[src/rtl/femto_soc.sv]
// femto_soc: memory-mapped I/O for the femto RV32 core.
//  - 0x800000.. : read-only SPI-flash window (command 0x03), stalls the core via mem_rbusy
//  - 0x400004   : LEDS (5 bits)
//  - 0x400008   : UART data (write = send, read = received byte)
//  - 0x400010   : UART control/status (bit8 rx_valid, bit9 tx_busy)
// Build option: define FEMTO_UART_RX_EN to include the UART receiver; without it RXD is
// ignored and rx_valid/rx_byte read as 0.
module femto_soc #(
    parameter int unsigned CLK_FREQ_HZ = 25000000,
    parameter int unsigned BAUD_RATE   = 115200
) (
    input  logic        clk,
    input  logic        reset,
    input  logic [23:0] mem_addr,
    input  logic [31:0] mem_wdata,
    input  logic [3:0]  mem_wmask,
    input  logic        mem_rstrb,
    output logic [31:0] mem_rdata,
    output logic        mem_rbusy,
    output logic        spi_cs_n,
    output logic        spi_clk,
    output logic        spi_mosi,
    input  logic        spi_miso,
    input  logic        RXD,
    output logic        TXD,
    output logic [4:0]  LEDS
);

    localparam int unsigned CLKS_PER_BIT = CLK_FREQ_HZ / BAUD_RATE;
    localparam logic [15:0] BitLast      = 16'(CLKS_PER_BIT - 1);
    localparam logic [15:0] HalfLast     = 16'(CLKS_PER_BIT / 2 - 1);
    // 64 SCK periods of 2 clk, plus one trailing low cycle before DONE
    localparam logic [7:0]  ShiftLast    = 8'd128;

    // ------------------------------------------------------------------
    // Address decode
    // ------------------------------------------------------------------
    logic sel_flash, sel_io, sel_leds, sel_dat, sel_cntl;
    logic flash_idle, wr_en, rd_en;

    assign sel_flash = mem_addr[23];
    assign sel_io    = ~mem_addr[23] & mem_addr[22];
    assign sel_leds  = sel_io & (mem_addr[4:2] == 3'b001);
    assign sel_dat   = sel_io & (mem_addr[4:2] == 3'b010);
    assign sel_cntl  = sel_io & (mem_addr[4:2] == 3'b100);

    // All bus traffic is ignored while a flash read is stalling the core
    assign wr_en = (mem_wmask != 4'b0000) & flash_idle;
    assign rd_en = mem_rstrb & flash_idle;

    // ------------------------------------------------------------------
    // Flash read FSM
    // ------------------------------------------------------------------
    typedef enum logic [1:0] {
        StIdle,
        StShift,
        StDone
    } flash_st_e;

    flash_st_e   fl_st_q, fl_st_d;
    logic [7:0]  fl_cnt_q, fl_cnt_d;
    logic        fl_sck_q, fl_sck_d;
    logic [31:0] fl_tx_q, fl_tx_d;
    logic [31:0] fl_rx_q, fl_rx_d;
    logic        fl_cs_n_q, fl_cs_n_d;
    logic        fl_busy_q, fl_busy_d;

    assign flash_idle = (fl_st_q == StIdle);

    // Flash FSM next state: command/address out on SCK fall, data in on SCK rise
    always_comb begin
        fl_st_d   = fl_st_q;
        fl_cnt_d  = fl_cnt_q;
        fl_sck_d  = fl_sck_q;
        fl_tx_d   = fl_tx_q;
        fl_rx_d   = fl_rx_q;
        fl_cs_n_d = fl_cs_n_q;
        fl_busy_d = fl_busy_q;
        unique case (fl_st_q)
            StIdle: begin
                if (mem_rstrb && sel_flash) begin
                    fl_st_d   = StShift;
                    fl_cnt_d  = 8'd0;
                    fl_sck_d  = 1'b0;
                    fl_tx_d   = {8'h03, 1'b0, mem_addr[22:2], 2'b00};
                    fl_cs_n_d = 1'b0;
                    fl_busy_d = 1'b1;
                end
            end
            StShift: begin
                fl_cnt_d = fl_cnt_q + 8'd1;
                if (fl_cnt_q == ShiftLast) begin
                    fl_st_d = StDone;
                end else begin
                    fl_sck_d = ~fl_sck_q;
                    if (!fl_sck_q) begin
                        // SCK rising: the last 32 samples are the data bytes
                        fl_rx_d = {fl_rx_q[30:0], spi_miso};
                    end else begin
                        // SCK falling: present next MOSI bit while SCK is low
                        fl_tx_d = {fl_tx_q[30:0], 1'b0};
                    end
                end
            end
            StDone: begin
                fl_st_d   = StIdle;
                fl_cs_n_d = 1'b1;
                fl_busy_d = 1'b0;
            end
            default: fl_st_d = StIdle;
        endcase
    end

    // ------------------------------------------------------------------
    // LED register and UART transmitter
    // ------------------------------------------------------------------
    logic [4:0]  leds_q, leds_d;
    logic        tx_busy_q, tx_busy_d;
    logic        txd_q, txd_d;
    logic [8:0]  tx_sh_q, tx_sh_d;
    logic [3:0]  tx_bit_q, tx_bit_d;
    logic [15:0] tx_cnt_q, tx_cnt_d;

    // LED write (byte 0 only) and TX bit timing; tx_bit counts start(0)..stop(9)
    always_comb begin
        leds_d    = leds_q;
        tx_busy_d = tx_busy_q;
        txd_d     = txd_q;
        tx_sh_d   = tx_sh_q;
        tx_bit_d  = tx_bit_q;
        tx_cnt_d  = tx_cnt_q;
        if (wr_en && sel_leds && mem_wmask[0]) begin
            leds_d = mem_wdata[4:0];
        end
        if (!tx_busy_q) begin
            if (wr_en && sel_dat) begin
                tx_busy_d = 1'b1;
                txd_d     = 1'b0;
                tx_sh_d   = {1'b1, mem_wdata[7:0]};
                tx_bit_d  = 4'd0;
                tx_cnt_d  = 16'd0;
            end
        end else if (tx_cnt_q == BitLast) begin
            tx_cnt_d = 16'd0;
            if (tx_bit_q == 4'd9) begin
                tx_busy_d = 1'b0;
            end else begin
                txd_d    = tx_sh_q[0];
                tx_sh_d  = {1'b1, tx_sh_q[8:1]};
                tx_bit_d = tx_bit_q + 4'd1;
            end
        end else begin
            tx_cnt_d = tx_cnt_q + 16'd1;
        end
    end

    // ------------------------------------------------------------------
    // UART receiver
    // ------------------------------------------------------------------
    logic       rx_valid;
    logic [7:0] rx_byte;

`ifdef FEMTO_UART_RX_EN
    typedef enum logic [1:0] {
        RxIdle,
        RxStart,
        RxData,
        RxStop
    } rx_st_e;

    rx_st_e      rx_st_q, rx_st_d;
    logic        rx_s1_q, rx_s2_q, rx_s3_q;
    logic [15:0] rx_cnt_q, rx_cnt_d;
    logic [2:0]  rx_bit_q, rx_bit_d;
    logic [7:0]  rx_sh_q, rx_sh_d;
    logic [7:0]  rx_byte_q, rx_byte_d;
    logic        rx_valid_q, rx_valid_d;

    assign rx_valid = rx_valid_q;
    assign rx_byte  = rx_byte_q;

    // RX FSM next state; a completing byte is assigned last so it beats a clearing read
    always_comb begin
        rx_st_d    = rx_st_q;
        rx_cnt_d   = rx_cnt_q;
        rx_bit_d   = rx_bit_q;
        rx_sh_d    = rx_sh_q;
        rx_byte_d  = rx_byte_q;
        rx_valid_d = rx_valid_q;
        if (rd_en && sel_dat) begin
            rx_valid_d = 1'b0;
        end
        unique case (rx_st_q)
            RxIdle: begin
                if (rx_s3_q && !rx_s2_q) begin
                    rx_st_d  = RxStart;
                    rx_cnt_d = 16'd0;
                end
            end
            RxStart: begin
                if (rx_cnt_q == HalfLast) begin
                    // Re-check mid start bit so a glitch does not start a frame
                    rx_cnt_d = 16'd0;
                    rx_bit_d = 3'd0;
                    rx_st_d  = rx_s2_q ? RxIdle : RxData;
                end else begin
                    rx_cnt_d = rx_cnt_q + 16'd1;
                end
            end
            RxData: begin
                if (rx_cnt_q == BitLast) begin
                    rx_cnt_d = 16'd0;
                    rx_sh_d  = {rx_s2_q, rx_sh_q[7:1]};
                    rx_bit_d = rx_bit_q + 3'd1;
                    if (rx_bit_q == 3'd7) begin
                        rx_st_d = RxStop;
                    end
                end else begin
                    rx_cnt_d = rx_cnt_q + 16'd1;
                end
            end
            RxStop: begin
                if (rx_cnt_q == BitLast) begin
                    rx_st_d = RxIdle;
                    if (rx_s2_q) begin
                        rx_byte_d  = rx_sh_q;
                        rx_valid_d = 1'b1;
                    end
                end else begin
                    rx_cnt_d = rx_cnt_q + 16'd1;
                end
            end
            default: rx_st_d = RxIdle;
        endcase
    end

    // RX registers, including the RXD synchroniser and edge-detect stage
    always_ff @(posedge clk) begin
        if (reset) begin
            rx_s1_q    <= 1'b1;
            rx_s2_q    <= 1'b1;
            rx_s3_q    <= 1'b1;
            rx_st_q    <= RxIdle;
            rx_cnt_q   <= 16'd0;
            rx_bit_q   <= 3'd0;
            rx_sh_q    <= 8'd0;
            rx_byte_q  <= 8'd0;
            rx_valid_q <= 1'b0;
        end else begin
            rx_s1_q    <= RXD;
            rx_s2_q    <= rx_s1_q;
            rx_s3_q    <= rx_s2_q;
            rx_st_q    <= rx_st_d;
            rx_cnt_q   <= rx_cnt_d;
            rx_bit_q   <= rx_bit_d;
            rx_sh_q    <= rx_sh_d;
            rx_byte_q  <= rx_byte_d;
            rx_valid_q <= rx_valid_d;
        end
    end
`else
    assign rx_valid = 1'b0;
    assign rx_byte  = 8'd0;
`endif

    // ------------------------------------------------------------------
    // Read data
    // ------------------------------------------------------------------
    logic [31:0] rdata_q, rdata_d;

    // Read mux: flash result lands in DONE, I/O reads the cycle after the strobe
    always_comb begin
        rdata_d = rdata_q;
        if (fl_st_q == StDone) begin
            // First byte received is the lowest-addressed byte
            rdata_d = {fl_rx_q[7:0], fl_rx_q[15:8], fl_rx_q[23:16], fl_rx_q[31:24]};
        end else if (rd_en && !sel_flash) begin
            rdata_d = 32'd0;
            if (sel_leds) begin
                rdata_d = {27'd0, leds_q};
            end
            if (sel_dat) begin
                rdata_d = {24'd0, rx_byte};
            end
            if (sel_cntl) begin
                rdata_d = {22'd0, tx_busy_q, rx_valid, 8'd0};
            end
        end
    end

    // Main state registers; synchronous reset aborts any transfer
    always_ff @(posedge clk) begin
        if (reset) begin
            fl_st_q   <= StIdle;
            fl_cnt_q  <= 8'd0;
            fl_sck_q  <= 1'b0;
            fl_tx_q   <= 32'd0;
            fl_rx_q   <= 32'd0;
            fl_cs_n_q <= 1'b1;
            fl_busy_q <= 1'b0;
            leds_q    <= 5'd0;
            tx_busy_q <= 1'b0;
            txd_q     <= 1'b1;
            tx_sh_q   <= 9'd0;
            tx_bit_q  <= 4'd0;
            tx_cnt_q  <= 16'd0;
            rdata_q   <= 32'd0;
        end else begin
            fl_st_q   <= fl_st_d;
            fl_cnt_q  <= fl_cnt_d;
            fl_sck_q  <= fl_sck_d;
            fl_tx_q   <= fl_tx_d;
            fl_rx_q   <= fl_rx_d;
            fl_cs_n_q <= fl_cs_n_d;
            fl_busy_q <= fl_busy_d;
            leds_q    <= leds_d;
            tx_busy_q <= tx_busy_d;
            txd_q     <= txd_d;
            tx_sh_q   <= tx_sh_d;
            tx_bit_q  <= tx_bit_d;
            tx_cnt_q  <= tx_cnt_d;
            rdata_q   <= rdata_d;
        end
    end

    assign mem_rdata = rdata_q;
    assign mem_rbusy = fl_busy_q;
    assign spi_cs_n  = fl_cs_n_q;
    assign spi_clk   = fl_sck_q;
    assign spi_mosi  = fl_tx_q[31];
    assign TXD       = txd_q;
    assign LEDS      = leds_q;

endmodule

[config.mk]
export PLATFORM = sky130hd
export DESIGN_NAME = femto_soc
export DESIGN_NICKNAME = d
export VERILOG_FILES = /design/src/rtl/femto_soc.sv
export SDC_FILE = /design/constraint.sdc
export NUM_CORES = 1
export LEC_CHECK = 0
export BUFFER_PORTS_ARGS = -buffer_cell sky130_fd_sc_hd__buf_2
export CAP_MARGIN = 30
export CORE_MARGIN = 4
export CORE_UTILIZATION = 40
export CTS_BUF_LIST = sky130_fd_sc_hd__clkbuf_4 sky130_fd_sc_hd__clkbuf_8
export DETAILED_ROUTE_END_ITERATION = 7
export GPL_ROUTABILITY_DRIVEN = 0
export GPL_TIMING_DRIVEN = 0
export SETUP_SLACK_MARGIN = 0.1
export SLEW_MARGIN = 25
export SYNTH_ARGS = -nofsm -noshare
export SYNTH_HDL_FRONTEND = slang
export SYNTH_SLANG_ARGS = --single-unit
[constraint.sdc]
create_clock -name clk -period 4.12 [get_ports clk]
set_clock_uncertainty 0.15 [all_clocks]
set_input_delay 0.206 -clock clk [delete_from_list [all_inputs] [get_ports clk]]
set_output_delay 0.206 -clock clk [all_outputs]
set_load 0.02 [all_outputs]
==> flow_summary.ini <==
[outcome]
status = finished clean

[clock_network]
post_cts_buffers = 0
clock_latency_ns = 0.44
htreeDepth = 4
cts.sinks = 143
root_buffer = clkbuf_8
numCtsBuffers = 17
clk_pin_slew_worst_paths_ns = 0.08
clockBufferDepth = 2
cts_tree = done

[logic_synthesis]
synth-seq-area-share_pct = 44.8
synth_top_family_by_area = simple AND/OR/NAND/NOR gates
yosys_warnings = 0
syn_nets = 770
yosysUniqueCellTypes = 60
async_flop_share_pct = 0
synth_xor_area_share_pct = 1.10
synth_cells = 699
yosys.area_share.simple_pct = 22.7
synth_mux_area_share_pct = 13.8
synth_edf_count = 0
synthesis.area_um2 = 6390
synth_area_per_cell_um2 = 9.15
synth_compound_area_share_pct = 11.7
synth_flop_cell = dfxtp_1
synth_fa_ha_area_share_pct = 1.17
ys_ff_latch = 143

[detailed_routing]
avgViaCountPerCell = 5.27
drt_wl_total_um = 16300
num_vias = 5434
post-route-drc-count = 0
dr.pass1.iters = 5
wl_per_cell_um = 15.8
drtIter0Drc = 344
ant_nets = 0

[cells_and_area]
fin_util_pct = 49.3
syn_to_final_growth_pct = 19.0
layout-drive-gt1-share_pct = 20.8
fin_nets = 880
num_antenna_cells = 0

[pwr]
pwr-share-seq_pct = 49.2
comb_power_share_pct = 8.5
p_sw_share_pct = 24.6
p_sw_mw = 0.710
clockPowerShare_pct = 42.3
p_leak_nw = 2.97
vdd_drop_max_v = 0.000239
powerDensity_nw_per_um2 = 380
p_int_mw = 2.18

[placed_design]
pre_cts_ws_ns = 1.79
portBuffers = 78
dp_hpwl_um = 11700

[die]
io_pins = 107
die-area_um2 = 18100
start_util_pct = 41.4
fp-row-count = 45
die_h_um = 134
fp.dieW_um = 134
core_um2 = 15400

[critical_path]
cp-start-kind = input port
cp_slowest_cell = dlygate4sd3_1
required_ns = 4.30
crit_type = in2reg
critPathArrivalTime_ns = 2.36
r2r_start = tx_cnt_q[0]
max_stage_delay_ns = 0.55
path_max_fanout = 9
end_kind = flop
crit_start = mem_addr[2]
worstPathCellList = dlygate4sd3_1 -> buf_2 -> nor3b_1 -> nand4b_2 -> o21a_1 -> buf_6 -> mux2_4

[grt]
grt_pass1_vias = 5399
grt_pass1_wl_um = 27100
antenna_found_initial = 0
grtUsageTotal_pct = 18.5
overflow = 0
grt_max_degree = 17

[timing]
fmax_mhz = 459
finalSetupTns_ns = 0
min_period_ns = 2.18
hold_viol_final = 0
rsz0062_at_grt = false
worst_pin_slew_ns = 0.808
final.period_utilization_pct = 52.9
slew_viol_final = 0
slew_headroom_pct = 45.4
setup_ws_ns = 1.94
setup_viol = 0

[hold_path]
min_from = mem_addr[20]
min_path_type = in2reg

[flow_run]
cap_violations = 0
[cells in the final DEF (no fill, tap or decap), types with 13 or more instances in the layout]
cell and instances:
a21oi_1 29, a22oi_1 27, buf_2 91, clkbuf_1 31
clkbuf_8 17, dfxtp_1 143, dlygate4sd3_1 13, inv_1 14
mux2_2 19, mux2i_1 55, nand2_1 59, nand2b_1 15
nand3_1 15, nand4_1 14, nor2_1 90, nor2b_1 31
[routing by layer]
| metal | vias up | share of wire, % | global-route usage [%] |
|---|---|---|---|
| li1 | 2684 | - | - |
| met1 | 2602 | 46 | 24.4 |
| met2 | 139 | 49 | 30.7 |
| met3 | 9 | 4.7 | 4.46 |
| met4 | 0 | 0.50 | 4.24 |
| met5 | - | 0 | 0 |
[what timing repair did]
| action | in CTS | in global routing |
|---|---|---|
| resized for setup | 0 | 0 |
| hold buffers | 13 | 0 |
| hold endpoints to repair | 14 | 0 |
| setup endpoints to repair | 0 | 0 |
[final cells by class]
| type | count | area, um2 |
|---|---|---|
| timing repair buffer | 91 | 520 |
| fill | 1478 | 7820 |
| clock inverter | 13 | 188 |
| clock buffer | 18 | 241 |
| multi-input combinational | 489 | 3230 |
| buffer | 53 | 246 |
| sequential | 143 | 2860 |
| inverter | 14 | 52.6 |
| tap | 211 | 264 |
[worst max-delay path, delay by kind of cell]
kind,cells,cell delay [ns]
muxes,1,0.30
buffers and inverters,3,0.86
AOI/OAI and AO/OA,1,0.17
and+or+nand+nor,2,0.81
[worst paths after layout]
path	end	slack [ns]	cells past startpoint
max	tx_sh_q[4]	1.94	7
min	fl_tx_q[20]	0.02	4
max reg2reg	tx_cnt_q[8]	2.01	8
min reg2reg	tx_sh_q[8]	0.31	2
[flip-flops by register name, summed over array words and instances (netlist names)]
| signal | cells |
|---|---|
| mem_rbusy | 1 |
| TXD | 1 |
| tx_sh_q | 9 |
| tx_bit_q | 4 |
| mem_rdata | 32 |
| fl_cnt_q | 8 |
| fl_tx_q | 30 |
| spi_cs_n | 1 |
| spi_clk | 1 |
| tx_busy_q | 1 |
| fl_st_q | 2 |
| fl_rx_q | 32 |
| tx_cnt_q | 16 |
| LEDS | 5 |
[power groups by stage]
stage | Sequential, mW | Combinational, mW | Clock, mW
2_1_floorplan | 1.45 | 0.162 | 0
6_report | 1.42 | 0.246 | 1.22
3_3_place_gp | 1.45 | 0.230 | 0
5_1_grt | 1.43 | 0.270 | 1.31
4_1_cts | 1.42 | 0.246 | 1.25
3_5_place_dp | 1.45 | 0.236 | 0
[cell usage after synthesis, types with 13 or more instances]
| cell type | count | area, um2 |
|---|---|---|
| dfxtp_1 | 143 | 2860 |
| nor2_1 | 90 | 338 |
| nand2_1 | 59 | 221 |
| mux2i_1 | 55 | 551 |
| clkbuf_1 | 31 | 116 |
| nor2b_1 | 31 | 194 |
| a21oi_1 | 29 | 145 |
| a22oi_1 | 27 | 203 |
| mux2_2 | 19 | 214 |
| nand2b_1 | 15 | 93.8 |
| nand3_1 | 15 | 75.1 |
| inv_1 | 14 | 52.6 |
| nand4_1 | 14 | 87.6 |
| buf_2 | 13 | 65.1 |
[stage by stage]
stage          power, mW  std cells  cell area, um2  hold WS [ns]
5_1_grt             3.01       1032            7610       0.00638
4_1_cts             2.91       1032            7610      0.000526
3_5_place_dp        1.69        988            7050         0.296
3_3_place_gp        1.68        988            7050         0.285
2_1_floorplan       1.62        699            6390         0.200
6_report            2.89       1032            7610        0.0246
[cell families after synthesis]
kind of cell | after synthesis
AOI/OAI and AO/OA | 111
xor gates and xnor gates | 8
adders and majority gates | 6
buffers and inverters | 67
DFF | 143
muxes | 82
and+or+nand+nor | 282
No activity file was read; power rests on OpenSTA's default activity.
